**src/rtl/custom_write_master_if.sv**
```systemverilog
// Bundles the control, user-buffer and Avalon-MM write signals of custom_write_master.
// The master modport is the block itself; slave is whatever drives and observes it.
interface custom_write_master_if #(
  parameter int DATAWIDTH    = 32,
  parameter int ADDRESSWIDTH = 28
);
  logic                      control_fixed_location;
  logic [ADDRESSWIDTH-1:0]   control_write_base;
  logic [ADDRESSWIDTH-1:0]   control_write_length;
  logic                      control_go;
  logic                      control_done;
  logic                      user_write_buffer;
  logic [DATAWIDTH-1:0]      user_buffer_data;
  logic                      user_buffer_full;
  logic [ADDRESSWIDTH-1:0]   master_address;
  logic                      master_write;
  logic [DATAWIDTH/8-1:0]    master_byteenable;
  logic [DATAWIDTH-1:0]      master_writedata;
  logic                      master_waitrequest;

  modport master (
    input  control_fixed_location, control_write_base, control_write_length, control_go,
    input  user_write_buffer, user_buffer_data, master_waitrequest,
    output control_done, user_buffer_full,
    output master_address, master_write, master_byteenable, master_writedata
  );

  modport slave (
    output control_fixed_location, control_write_base, control_write_length, control_go,
    output user_write_buffer, user_buffer_data, master_waitrequest,
    input  control_done, user_buffer_full,
    input  master_address, master_write, master_byteenable, master_writedata
  );
endinterface

```
**src/rtl/custom_write_master.sv**
```systemverilog
// Avalon-MM write master: drains a user-filled FIFO to incrementing or fixed addresses
// for a byte length given at go. All outputs decode from registers.
module custom_write_master #(
  parameter int DATAWIDTH    = 32,
  parameter int ADDRESSWIDTH = 28,
  parameter int FIFODEPTH    = 16
) (
  input  logic                 clk,
  input  logic                 reset_n,
  custom_write_master_if.master bus
);
  localparam int BYTES = DATAWIDTH / 8;
  localparam int PW    = $clog2(FIFODEPTH);
  localparam int CW    = PW + 1;

  typedef enum logic {IDLE, ACTIVE} state_t;

  state_t                  state_q, state_d;
  logic [ADDRESSWIDTH-1:0] addr_q, addr_d;
  logic [ADDRESSWIDTH-1:0] remain_q, remain_d;
  logic                    fixed_q, fixed_d;
  logic [CW-1:0]           count_q, count_d;
  logic [PW-1:0]           wr_ptr_q, rd_ptr_q;
  logic [DATAWIDTH-1:0]    mem [FIFODEPTH];

  logic full, write, push, pop, go_ok, last;

  assign full  = (count_q == CW'(FIFODEPTH));
  assign write = (state_q == ACTIVE) && (count_q != '0);
  // A push while full is dropped even if this cycle also pops.
  assign push  = bus.user_write_buffer && !full;
  assign pop   = write && !bus.master_waitrequest;
  assign go_ok = (state_q == IDLE) && bus.control_go &&
                 (bus.control_write_length[ADDRESSWIDTH-1:2] != '0);
  assign last  = (remain_q <= ADDRESSWIDTH'(BYTES));

  always_comb begin
    state_d  = state_q;
    addr_d   = addr_q;
    remain_d = remain_q;
    fixed_d  = fixed_q;
    unique case (state_q)
      IDLE: begin
        if (go_ok) begin
          state_d  = ACTIVE;
          addr_d   = bus.control_write_base;
          remain_d = {bus.control_write_length[ADDRESSWIDTH-1:2], 2'b00};
          fixed_d  = bus.control_fixed_location;
        end
      end
      ACTIVE: begin
        if (pop) begin
          remain_d = last ? '0 : remain_q - ADDRESSWIDTH'(BYTES);
          if (!fixed_q) addr_d = addr_q + ADDRESSWIDTH'(BYTES);
          if (last) state_d = IDLE;
        end
      end
      default: state_d = IDLE;
    endcase
  end

  always_comb begin
    count_d = count_q;
    unique case ({push, pop})
      2'b10:   count_d = count_q + CW'(1);
      2'b01:   count_d = count_q - CW'(1);
      default: count_d = count_q;
    endcase
  end

  always_ff @(posedge clk or negedge reset_n) begin
    if (!reset_n) begin
      state_q  <= IDLE;
      addr_q   <= '0;
      remain_q <= '0;
      fixed_q  <= 1'b0;
      count_q  <= '0;
      wr_ptr_q <= '0;
      rd_ptr_q <= '0;
    end else begin
      state_q  <= state_d;
      addr_q   <= addr_d;
      remain_q <= remain_d;
      fixed_q  <= fixed_d;
      count_q  <= count_d;
      if (push) wr_ptr_q <= wr_ptr_q + PW'(1);
      if (pop)  rd_ptr_q <= rd_ptr_q + PW'(1);
    end
  end

  // Storage needs no reset: only words below count_q are ever presented.
  always_ff @(posedge clk) begin
    if (push) mem[wr_ptr_q] <= bus.user_buffer_data;
  end

  assign bus.control_done      = (state_q == IDLE);
  assign bus.user_buffer_full  = full;
  assign bus.master_address    = addr_q;
  assign bus.master_write      = write;
  assign bus.master_byteenable = '1;
  assign bus.master_writedata  = mem[rd_ptr_q];
endmodule
```
**src/flat_wrapper.sv**
```systemverilog
// flat-port wrapper written by rule: the top's interface ports become plain ports
module custom_write_master_flat 
#(
  parameter int DATAWIDTH    = 32,
  parameter int ADDRESSWIDTH = 28,
  parameter int FIFODEPTH    = 16
)
  (clk, reset_n, bus_control_fixed_location, bus_control_write_base, bus_control_write_length, bus_control_go, bus_user_write_buffer, bus_user_buffer_data, bus_master_waitrequest, bus_control_done, bus_user_buffer_full, bus_master_address, bus_master_write, bus_master_byteenable, bus_master_writedata);
  custom_write_master_if #(.DATAWIDTH(DATAWIDTH), .ADDRESSWIDTH(ADDRESSWIDTH)) bus_i ();
  input  logic clk;
  input  logic reset_n;
  input wire logic [$bits(bus_i.control_fixed_location)-1:0] bus_control_fixed_location;
  input wire logic [$bits(bus_i.control_write_base)-1:0] bus_control_write_base;
  input wire logic [$bits(bus_i.control_write_length)-1:0] bus_control_write_length;
  input wire logic [$bits(bus_i.control_go)-1:0] bus_control_go;
  input wire logic [$bits(bus_i.user_write_buffer)-1:0] bus_user_write_buffer;
  input wire logic [$bits(bus_i.user_buffer_data)-1:0] bus_user_buffer_data;
  input wire logic [$bits(bus_i.master_waitrequest)-1:0] bus_master_waitrequest;
  output wire logic [$bits(bus_i.control_done)-1:0] bus_control_done;
  output wire logic [$bits(bus_i.user_buffer_full)-1:0] bus_user_buffer_full;
  output wire logic [$bits(bus_i.master_address)-1:0] bus_master_address;
  output wire logic [$bits(bus_i.master_write)-1:0] bus_master_write;
  output wire logic [$bits(bus_i.master_byteenable)-1:0] bus_master_byteenable;
  output wire logic [$bits(bus_i.master_writedata)-1:0] bus_master_writedata;
  assign bus_i.control_fixed_location = bus_control_fixed_location;
  assign bus_i.control_write_base = bus_control_write_base;
  assign bus_i.control_write_length = bus_control_write_length;
  assign bus_i.control_go = bus_control_go;
  assign bus_i.user_write_buffer = bus_user_write_buffer;
  assign bus_i.user_buffer_data = bus_user_buffer_data;
  assign bus_i.master_waitrequest = bus_master_waitrequest;
  assign bus_control_done = bus_i.control_done;
  assign bus_user_buffer_full = bus_i.user_buffer_full;
  assign bus_master_address = bus_i.master_address;
  assign bus_master_write = bus_i.master_write;
  assign bus_master_byteenable = bus_i.master_byteenable;
  assign bus_master_writedata = bus_i.master_writedata;
  custom_write_master #(.DATAWIDTH(DATAWIDTH), .ADDRESSWIDTH(ADDRESSWIDTH), .FIFODEPTH(FIFODEPTH)) u_core (.clk(clk), .reset_n(reset_n), .bus(bus_i));
endmodule
```
**config.mk**
```make
export PLATFORM = sky130hd
export DESIGN_NAME = custom_write_master_flat
export DESIGN_NICKNAME = d
export VERILOG_FILES = /design/src/rtl/custom_write_master_if.sv /design/src/rtl/custom_write_master.sv /design/src/flat_wrapper.sv
export SDC_FILE = /design/constraint.sdc
export NUM_CORES = 1
export LEC_CHECK = 0
export BUFFER_PORTS_ARGS = -buffer_cell sky130_fd_sc_hd__buf_4
export CORE_MARGIN = 2
export CORE_UTILIZATION = 65
export DETAILED_ROUTE_END_ITERATION = 12
export PLACE_DENSITY = 0.95
export SYNTH_ARGS = -nofsm -noshare
export SYNTH_HDL_FRONTEND = slang
export SYNTH_SLANG_ARGS = --single-unit
```
**constraint.sdc**
```tcl
create_clock -name clk -period 11.5 [get_ports clk]
set_clock_uncertainty 0.15 [all_clocks]
set_input_delay 2.3 -clock clk [delete_from_list [all_inputs] [get_ports clk]]
set_output_delay 2.3 -clock clk [all_outputs]
set_load 0.05 [all_outputs]
```
==> Word-level counts from Yosys, hierarchy flattened <==
Memory sizes are Yosys's and may differ from the RTL's.
Index checks and enable logic that the tools add are counted.
{ "classes": {"addsub": 6, "n_lt_le_gt_ge": 1, "n_eq_ne": 6, "n_mux": 15, "bitwise": 1, "n_reduce_logical": 13} }
{ "op_table": {"columns": ["cell", "n"], "rows": [
  ["$mux W28", 6],
  ["$pmux W28 S2", 2],
  ["$add A28 B3 Y28 const B", 1],
  ["$le A28 B3 Y1 const B", 1],
  ["$sub A28 B3 Y28 const B", 1],
  ["$reduce_bool A26 Y1", 1],
  ["$pmux W5 S2", 1],
  ["$add A4 B1 Y4 const B", 2],
  ["$add A5 B1 Y5 const B", 1],
  ["$eq A5 B5 Y1 const B", 1],
  ["$logic_and A1 B1 Y1", 5],
  ["$mux W1", 5],
  ["$reduce_bool A5 Y1", 1],
  ["$sub A5 B1 Y5 const B", 1],
  ["$ne A2 B2 Y1 const B", 2],
  ["$reduce_and A2 Y1", 2],
  ["$reduce_and A3 Y1", 1],
  ["$eq A2 B1 Y1 const B", 1],
  ["$eq A2 B2 Y1 const B", 1],
  ["$logic_not A1 Y1", 2],
  ["$ne A2 B1 Y1 const B", 1],
  ["$pmux W1 S2", 1],
  ["$reduce_bool A2 Y1", 1],
  ["$not A1 Y1", 1]
]} }
{ "totals": {"register_bits": 71, "ramBits": 512, "input_bits": 94, "output_inout_bits": 67, "elab_cells": 50, "n_memories": 1} }
{ "memory_table": {"columns": ["memory", "depth", "word_bits", "rd", "rd_ports_with_merged_regs", "wr", "line", "text"], "rows": [
  ["u_core.mem", 16, 32, 1, 0, 1, "custom_write_master.sv:24", "logic [DATAWIDTH-1:0] mem [FIFODEPTH];"]
]} }

==> Logic depth before layout (Yosys ltp) <==
Gate-level depths: netlist of the first run.
{ "logic_depth": {"ltp_word": 5, "ltp_mapped": 12, "mapped_depth_nobuf": 11} }

==> Worst setup path after synthesis of the first run <==
OpenSTA, ideal clock, no wires.
{ "synth_timing": {"kind": "input-to-reg", "start": "input port bus_user_write_buffer", "end": "memory u_core.mem[3][0], enable pin", "setup_time_ps": 461, "arrival_time_ps": 5047, "required_ps": 10889, "setup_slack_ps": 5842, "path_stages": 4, "path_buffers": 1, "path_cell_list": "and2_1 clkbuf_1 nand2_1 nor3_1"} }
{ "synth_between": {"elab_chain_cells": 3} }
{ "synth_lines": {"columns": ["element", "line", "text"], "rows": [
  ["start, declared", "flat_wrapper.sv:16", "input wire logic [$bits(bus_i.user_write_buffer)-1:0] bus_user_write_buffer;"],
  ["$logic_and A1 B1 Y1", "custom_write_master.sv:31", "assign push = bus.user_write_buffer && !full;"],
  ["$mux W1", "custom_write_master.sv:93", "if (push) mem[wr_ptr_q] <= bus.user_buffer_data;"],
  ["$mux W1 (implied by the code)", "custom_write_master.sv:93", null],
  ["end, declared", "custom_write_master.sv:24", null]
]} }
Every way passes these cells.

==> Final worst setup path of the first run <==
{ "layout_timing": {"start": "register u_core.rd_ptr_q[0]", "end": "output port bus_master_writedata[9]"} }
{ "layout_between": {"elab_chain_cells": 1} }
{ "layout_lines": {"columns": ["element", "line", "text"], "rows": [
  ["start, declared", "custom_write_master.sv:23", "logic [PW-1:0] wr_ptr_q, rd_ptr_q;"],
  ["start signal, assigned", "custom_write_master.sv:87", "if (pop) rd_ptr_q <= rd_ptr_q + PW'(1);"],
  ["$mem_v2 Z16 W32", null, null],
  ["end, declared", "flat_wrapper.sv:24", "output wire logic [$bits(bus_i.master_writedata)-1:0] bus_master_writedata;"]
]} }
Every way passes these cells.

==> reports/metrics.yaml, run 1 <==
status:
  outcome: "complete, no violations"
yosys:
  synthCells: 1225
  syn_avg_cell_area_um2: 19.3
  synth-async-reset-ratio: 0.119
  synth_flop_cell: "edfxtp_1"
  synthMuxAreaShare: 0.157
  ys_top_cells_by_count: "edfxtp_1, mux4_2, dfrtp_1"
  synth_most_common_cell: "edfxtp_1"
  ys_warn_count: 0
  synth_top_family_by_area: "multiplexers"
  synth_cell_types: 65
  synth_top_area_frac: 0.650
  synthSimpleGateAreaFrac: 0.0465
  synth.largest_area_cell: "edfxtp_1"
  synth_adder_area_share: 0.00720
  synth_seq_area_share: 0.723
  ys_ff_latch: 581
  synth_xor_area_frac: 0.00407
  synth_area_leaders: "edfxtp_1, mux4_2, dfrtp_1, a22o_1, nor3_1"
  synth_compound_area_frac: 0.0439
  synth_edf_count: 512
  syn-cell-area_um2: 23600
detailed_routing:
  via_per_inst: 7.35
  wl_per_cell_um: 34.6
  vias: 13900
  highest_layer: "met4"
  drt_iter0_drc: 2132
  drtPass1Iterations: 7
  met3_length_mm: 6.36
  drc: 0
  wl_met1_mm: 21.2
  met2_length_mm: 33.1
  ant_nets: 0
  wl_mm: 65.6
clocking:
  postCtsHoldBufs: 0
  clock_path_buffers: 3
  cts_setup_buffers: 0
  clkTransAtPathRegs_ns: 0.07
  insertion_delay_ns: 0.63
  clock-sinks: 581
  cts_resized: 0
  cts_tree: "yes"
  cts-htree-levels: 2
  cts-buffers-inserted: 54
  root_buffer: "clkbuf_16"
die:
  core_region_area_um2: 35700
  ios: 161
  start_util: 0.662
  rows: 69
  die_x_um: 195
  die_h_um: 195
  die-area_um2: 37900
sta:
  fmax_mhz: 153
  slew_headroom: 0.217
  fin_crit_sh: 0.570
  drv_slew: 0
  post-route-min-period_ns: 6.55
  rsz0062_at_grt: "no"
  finalHoldViolCount: 0
  fin_setup_tns_ns: 0
  worstMarginPinSlew_ns: 1.17
  setup_violations: 0
grt:
  grt_pass1_vias: 14300
  antenna_found_initial: 2
  grt_pass1_wl_mm: 96.0
  grt_max_degree: 70
  track_usage: 0.356
  grt-ovfl-total: 0
pwr:
  power.total_uw: 6890
  p_seq_frac: 0.413
  internal_power_uw: 4490
  clkPwrFrac: 0.267
  peakVddDrop_v: 0.000209
  switching_share: 0.349
  leakage_uw: 0.00909
  p_switching_uw: 2400
  power_frac_comb: 0.320
  cellPowerDensity_nw_per_um2: 254
setup_path:
  cp-end-kind: "output pin"
  worst-endpoint-required_ns: 9.05
  crit_fanout: 54
  cp.arrival_ns: 4.10
  path_class: "flop to output pin"
  cp-start-kind: "flop"
place:
  port_buffers: 154
  hpwl_mm: 34.8
  routabilityCongestion: 0.904
layout:
  drive_gt1_frac: 0.311
  area_delta_synth_final_pct: 14.8
  finalNetCount: 1493
  n_fill_cell: 1834
job:
  max-cap-violations: 0
min_path:
  hp-class: "flop to flop"
## worst paths after layout
check / start / to / slack, ns / depth (start not counted)
worst max-delay path: u_core.rd_ptr_q[0]$_DFFE_PN0P_ / bus_master_writedata[9] / 4.95 / 4
worst min-delay path: u_core.bus.master_address[1]$_DFFE_PN0P_ / u_core.bus.master_address[1]$_DFFE_PN0P_ / 0.33 / 2
worst max register to register: u_core.count_q[0]$_DFFE_PN0P_ / u_core.count_q[4]$_DFFE_PN0P_ / 7.42 / 11
worst min register to register: u_core.bus.master_address[1]$_DFFE_PN0P_ / u_core.bus.master_address[1]$_DFFE_PN0P_ / 0.33 / 2
max in group asynchronous: reset_n / u_core.rd_ptr_q[1]$_DFFE_PN0P_ / 8.85 / 1
min in group asynchronous: reset_n / u_core.remain_q[4]$_DFFE_PN0P_ / 1.66 / 1
## power groups by stage
| stage | registers (uW) | clock network (uW) | logic, uW |
|---|---|---|---|
| 6_report | 2850 | 1840 | 2200 |
| 5_1_grt | 2860 | 1920 | 2280 |
| 4_1_cts | 2840 | 1850 | 2210 |
| 3_5_place_dp | 2860 | 0 | 2150 |
| 3_3_place_gp | 2820 | 0 | 2050 |
| 2_1_floorplan | 2700 | 0 | 1630 |
## metal layers
metal / up-vias / track usage
met5: - / 0
met3: 306 / 0.0619
li1: 5427 / -
met2: 1216 / 0.592
met1: 6979 / 0.439
met4: 0 / 0.226
## metrics by stage
step | utilization | std cells | cell area [um2] | worst slack (ns) | hold WS, ns
after detailed placement | 0.709 | 1791 | 25300 | 5.57 | 0.321
after floorplan | - | 1228 | 23700 | 5.84 | 0.297
after global placement | 0.709 | 1791 | 25300 | 5.62 | 0.313
after CTS | 0.759 | 1893 | 27100 | 4.82 | 0.337
after global routing | 0.760 | 1895 | 27100 | 4.67 | 0.373
final | 0.760 | 1895 | 27100 | 4.95 | 0.334
## layout make-up
type	instances	area, um2	share of cell area
sequential	581	17100	0.630
multi-input combinational	549	6240	0.230
clock buffer	64	1390	0.0512
timing repair buffer	178	1340	0.0492
tap	461	577	0.0212
clock inverter	38	407	0.0150
inverter	22	82.6	0.00304
antenna	2	5.00	0.000184
## cell usage in the layout, fill, tap and decap left out, types with 13 or more instances in the layout
cell type  instances
edfxtp_1         512
buf_4            178
mux4_2           160
dfrtp_1           65
clkbuf_16         54
nand2_1           47
nor3_1            33
nor2_1            28
a22o_1            23
inv_1             22
nor4_1            20
o22ai_1           20
nand3_1           18
clkinv_1          15
o21ai_0           13
## logic make-up (layout without fill, tap and decap cells)
logic type      Yosys count  count (layout)
compound gates          136             136
xor+xnor                 11              11
fa+ha+maj                13              13
buf+inv                  98             302
flops                   581             581
mux                     170             170
other cells               1               6
simple gates            215             215
## critical path, stage by stage (launching register included)
cell and delay (ns):
dfrtp_4 1.14, buf_4 0.82, mux4_2 0.66, mux4_2 0.54, buf_4 0.22
## sequential cells by signal, indices dropped and copies added, names as in the netlist
register and flops:
u_core.bus.master_address 28, u_core.state_q 1, u_core.remain_q 26, u_core.count_q 5
u_core.wr_ptr_q 4, u_core.mem 512, u_core.fixed_q 1, u_core.rd_ptr_q 4
Note: power is estimated with default switching activity, not from simulation.
==> run 2: changes to the inputs <==
- CORE_UTILIZATION: 65 -> 54
- PLACE_DENSITY: 0.95 -> 0.86
- clock period: 11.5 -> 6 ns (I/O delays scaled with it)
==> reports/metrics.yaml, run 2 (synthesis gave the netlist of run 1 again) <==
setup_path:
  worst-endpoint-required_ns: 4.65  # -4.40 ns
  r2r_start: "u_core.count_q[0]$_DFFE_PN0P_"
  startpoint: "u_core.rd_ptr_q[0]$_DFFE_PN0P_"
  cp.arrival_ns: 3.40  # -0.70 ns
  cp-start-kind: "flop"
  reg2reg_slack_ns: 2.09  # -5.33 ns
  timing.rr.end: "u_core.count_q[4]$_DFFE_PN0P_"
  cp-end-kind: "output pin"
  r2r_cells: 11  # unchanged
  crit_fanout: 34  # -37%
  path_class: "flop to output pin"
pwr:
  leakage_uw: 0.00917  # +0.90%
  peakVddDrop_v: 0.000331  # +59%
  cellPowerDensity_nw_per_um2: 476  # +88%
min_path:
  hp-start: "u_core.fixed_q$_DFFE_PN0P_"
  hp-class: "flop to flop"
  hold_end: "u_core.fixed_q$_DFFE_PN0P_"
  hold_path_depth: 2  # unchanged
place:
  pre_cts_ws_ns: 1.84  # -3.73 ns
  placed_cell_area_um2: 25600  # +0.96%
  placed_cells: 1920  # +7.2%
  port_buffers: 154  # unchanged
  hpwl_mm: 31.9  # -8.2%
  routabilityCongestion: 0.897  # -0.86%
die:
  ios: 161  # unchanged
  core_region_area_um2: 43200  # +21%
  rows: 76  # +10%
  start_util: 0.548  # -0.114
  die-area_um2: 45500  # +20%
  die_h_um: 213  # +9.5%
  die_x_um: 213  # +9.5%
clocking:
  cts-buffers-inserted: 56  # +3.7%
  postCtsHoldBufs: 0  # unchanged
  cts_setup_buffers: 0  # unchanged
  clkTransAtPathRegs_ns: 0.06  # about the same
  insertion_delay_ns: 0.62  # about the same
  clock-sinks: 581  # unchanged
  cts_resized: 0  # unchanged
  root_buffer: "clkbuf_16"
  clock_path_buffers: 3  # unchanged
  cts-htree-levels: 2  # unchanged
  cts_tree: "yes"
detailed_routing:
  wl_per_cell_um: 28.6  # -17%
  drtPass1Iterations: 5  # -2
  vias: 13300  # -4.5%
  via_per_inst: 6.56  # -11%
  drc: 0  # unchanged
  drt_iter0_drc: 1460  # -32%
  wl_mm: 58.0  # -12%
  ant_nets: 0  # unchanged
layout:
  final_common_cell: "edfxtp_1"
  finalNetCount: 1500  # +0.47%
  area_delta_synth_final_pct: 16.0
  drive_gt1_frac: 0.322  # +0.0108
  largest_register_ffs: 512  # unchanged
  final_util: 0.635  # -0.124
  instances_no_fill: 2026  # +6.9%
  top_register: "u_core.mem"
  final_cell_mix: "edfxtp_1, buf_4, mux4_2, dfrtp_1, clkbuf_16"
  fin_area_um2: 27400  # +1.0%
sta:
  finalHoldViolCount: 0  # unchanged
  post-route-min-period_ns: 4.75
  worstMarginPinSlew_ns: 1.03  # -0.147 ns
  drv_slew: 0  # unchanged
  slew_headroom: 0.313  # +0.0962
  fmax_mhz: 211
  setup_violations: 0  # unchanged
  worst_slack_ns: 1.25  # -3.69 ns
  fin_crit_sh: 0.791
  rsz0062_at_grt: "no"
  fin_setup_tns_ns: 0  # unchanged
job:
  max-cap-violations: 0  # unchanged
status:
  outcome: "complete, no violations"
grt:
  antenna_found_initial: 1  # -1
  track_usage: 0.261  # -0.0942
  grt_max_degree: 70  # unchanged
  grt_pass1_vias: 13600  # -5.2%
  grt_pass1_wl_mm: 85.8  # -11%
  grt-ovfl-total: 0  # unchanged
-- run 2: cell count changes in the layout (fill, tap and decap cells not counted), sizes merged --
cell    previous run  this run
buf              178       183
clkbuf            64        60
bufinv             7         5
clkinv            22        31
diode              2         1
-- run 2: layer usage --
layer  up-vias  routed length [um]  track usage
met1      6916               21200        0.338
met4         0                1600       0.0826
met2       822               30700        0.449
met5         -                   0            0
met3       126                4520       0.0529
li1       5436                   -            -
-- run 2: layout make-up --
class | count | area [um2]
Tap cell | 585 | 732
Inverter | 22 | 82.6
Sequential cell | 581 | 17100
Clock inverter | 45 | 397
Clock buffer | 60 | 1440
Fill cell | 2825 | 15700
Multi-Input combinational cell | 549 | 6240
Antenna cell | 1 | 2.50
Timing Repair Buffer | 183 | 1420
-- run 2: worst max-delay path, stage by stage, from the launching register on --
cell and delay [ns]:
dfrtp_4 0.91, buf_4 0.52, mux4_2 0.56, mux4_2 0.54
buf_4 0.22
-- run 2: worst max-delay path by stage --
stage	endpoint	slack [ns]	cells past startpoint
floorplan	u_core.mem[3][0]$_DFFE_PP_	1.44	4
global placement	bus_master_writedata[10]	1.86	4
detailed placement	bus_master_writedata[10]	1.84	4
CTS	bus_master_writedata[10]	1.19	4
global route	bus_master_writedata[10]	1.08	4
finish	bus_master_writedata[10]	1.25	4
-- run 2: metrics by stage --
stage | hold slack, ns | power [uW]
finish | 0.343 | 13100
floorplan | 0.297 | 8300
global route | 0.368 | 13500
CTS | 0.341 | 13100
global placement | 0.318 | 9430
detailed placement | 0.327 | 9570
-- run 2: report_power, final --
group	internal, uW	switching (uW)
clock	1960	1550
combinational	1790	2400
sequential	4870	492
==> run 3: changes to the inputs <==
- clock period: 6 -> 3.95 ns (I/O delays scaled with it)
==> reports/metrics.yaml, run 3 (synthesis gave the netlist of run 1 again) <==
layout:
  register_area_um2: 17100  # unchanged
  finalNetCount: 1514  # +0.93%
  final_common_cell: "edfxtp_1"
  top_register: "u_core.mem"
  multi_input_area_um2: 6260  # +0.40%
  final_cell_mix: "edfxtp_1, buf_4, mux4_2, dfrtp_1, clkbuf_16"
  instances_no_fill: 2041  # +0.74%
  drive_gt1_frac: 0.325  # +0.00286
  largest_register_ffs: 512  # unchanged
  area_delta_synth_final_pct: 17.8
  n_fill_cell: 2820  # -0.18%
grt:
  grt_pass1_vias: 13600  # +0.088%
  track_usage: 0.265  # +0.00316
  grt_max_degree: 70  # unchanged
  grt_pass1_wl_mm: 87.4  # +1.8%
  antenna_found_initial: 1  # unchanged
  grt-ovfl-total: 0  # unchanged
pwr:
  clkPwrFrac: 0.275  # +0.006
  cellPowerDensity_nw_per_um2: 729  # +53%
  leakage_uw: 0.00934  # +1.8%
  power.total_uw: 20300  # +56%
  p_switching_uw: 6830  # +54%
  peakVddDrop_v: 0.000516  # +56%
  power_frac_comb: 0.333  # +0.012
  p_seq_frac: 0.392  # -0.018
  switching_share: 0.336  # -0.00403
  internal_power_uw: 13500  # +56%
sta:
  drv_slew: 0  # unchanged
  fin_crit_sh: 0.984
  finalHoldViolCount: 0  # unchanged
  rsz0062_at_grt: "yes"
  fmax_mhz: 257
  slew_headroom: 0.354  # +0.0406
  setup_violations: 0  # unchanged
  worst_slack_ns: 0.0626  # -1.19 ns
  worstMarginPinSlew_ns: 0.969  # -0.0585 ns
  post-route-min-period_ns: 3.89
detailed_routing:
  drt_iter0_drc: 1756  # +20%
  via_per_inst: 6.55  # -0.28%
  vias: 13400  # +0.46%
  wl_mm: 59.3  # +2.2%
  drc: 0  # unchanged
  ant_nets: 0  # unchanged
  wl_per_cell_um: 29.1  # +1.5%
  drtPass1Iterations: 5  # unchanged
setup_path:
  path_class: "flop to output pin"
  worst-endpoint-required_ns: 3.01  # -1.64 ns
  cp-end-kind: "output pin"
  cp.arrival_ns: 2.95  # -0.45 ns
  reg2reg_slack_ns: 0.88  # -1.21 ns
  crit_fanout: 40  # +18%
  cp-start-kind: "flop"
clocking:
  clock_path_buffers: 3  # unchanged
  cts_tree: "yes"
  clock-sinks: 581  # unchanged
  root_buffer: "clkbuf_16"
  cts-buffers-inserted: 57  # +1.8%
  clkTransAtPathRegs_ns: 0.06  # about the same
  postCtsHoldBufs: 0  # unchanged
  cts-htree-levels: 2  # unchanged
  insertion_delay_ns: 0.62  # about the same
job:
  max-cap-violations: 0  # unchanged
die:
  die-area_um2: 45500  # unchanged
  core_region_area_um2: 43200  # unchanged
  start_util: 0.548  # unchanged
  die_x_um: 213  # unchanged
  ios: 161  # unchanged
  rows: 76  # unchanged
  die_h_um: 213  # unchanged
place:
  hpwl_mm: 32.5  # +1.8%
  placed_cells: 1932  # +0.63%
  port_buffers: 154  # unchanged
  routabilityCongestion: 0.908  # +1.3%
  pre_cts_ws_ns: 0.529  # -1.31 ns
status:
  outcome: "complete, no violations"
min_path:
  hp-class: "input port to async pin"
## run 3: cell count changes in the layout (fill, tap and decap cells not counted), sizes merged
| cell | before | now |
|---|---|---|
| buf | 183 | 196 |
| bufinv | 5 | 8 |
| clkbuf | 60 | 69 |
| clkinv | 31 | 22 |
| clkinvlp | 7 | 6 |
## run 3: routing by layer
layer / GRT usage / part of all wire / vias to the layer above
met5: 0 / 0 / -
met4: 0.0829 / 0.027 / 0
met3: 0.0510 / 0.085 / 109
met2: 0.450 / 0.52 / 818
met1: 0.349 / 0.37 / 6951
li1: - / - / 5483
## run 3: stage by stage
step	cell area (um2)	setup TNS (ns)	utilization	hold WS [ns]
floorplan	23700	0	-	0.297
global placement	25900	0	0.600	0.324
detailed placement	25900	0	0.600	0.320
CTS	27800	0	0.645	0.172
global route	27900	-0.0347	0.645	0.222
finish	27900	0	0.645	0.163
## run 3: layout make-up
cell class / count / share of cell area
flip-flops and latches: 581 / 0.614
multi-input cells: 549 / 0.225
repair buffers: 196 / 0.0626
clock buffers: 69 / 0.0536
well taps: 585 / 0.0263
clock inverters: 38 / 0.0155
inverters: 22 / 0.00296
diodes: 1 / 0.0000898
## run 3: power by group through the flow
stage / combinational [uW] / sequential (uW) / clock [uW]
after floorplan: 4750 / 7850 / 0
after global placement: 6490 / 7990 / 0
after detailed placement: 6630 / 8060 / 0
after CTS: 6780 / 7950 / 5640
after global routing: 7080 / 8020 / 5850
final: 6760 / 7970 / 5580
## run 3: final timing paths
kind / startpoint / to / cells after the start
max: u_core.rd_ptr_q[0]$_DFFE_PN0P_ / bus_master_writedata[2] / 4
min: reset_n / u_core.bus.master_address[2]$_DFFE_PN0P_ / 1
max reg2reg: u_core.count_q[0]$_DFFE_PN0P_ / u_core.count_q[4]$_DFFE_PN0P_ / 11
min reg2reg: u_core.bus.master_address[1]$_DFFE_PN0P_ / u_core.bus.master_address[1]$_DFFE_PN0P_ / 2
max in group asynchronous: reset_n / u_core.rd_ptr_q[1]$_DFFE_PN0P_ / 1
min in group clk: bus_control_fixed_location / u_core.fixed_q$_DFFE_PN0P_ / 3
## run 3: repair_timing
| item | in CTS | in global routing |
|---|---|---|
| buffers inserted | 1 | 0 |
| setup endpoints to repair | 21 | 4 |
| gates resized for setup | 0 | 4 |
## run 3: critical path: stages, from the launching register on
cell and delay [ns]:
dfrtp_4 0.64, buf_16 0.34, mux4_2 0.58, mux4_2 0.56
buf_6 0.19
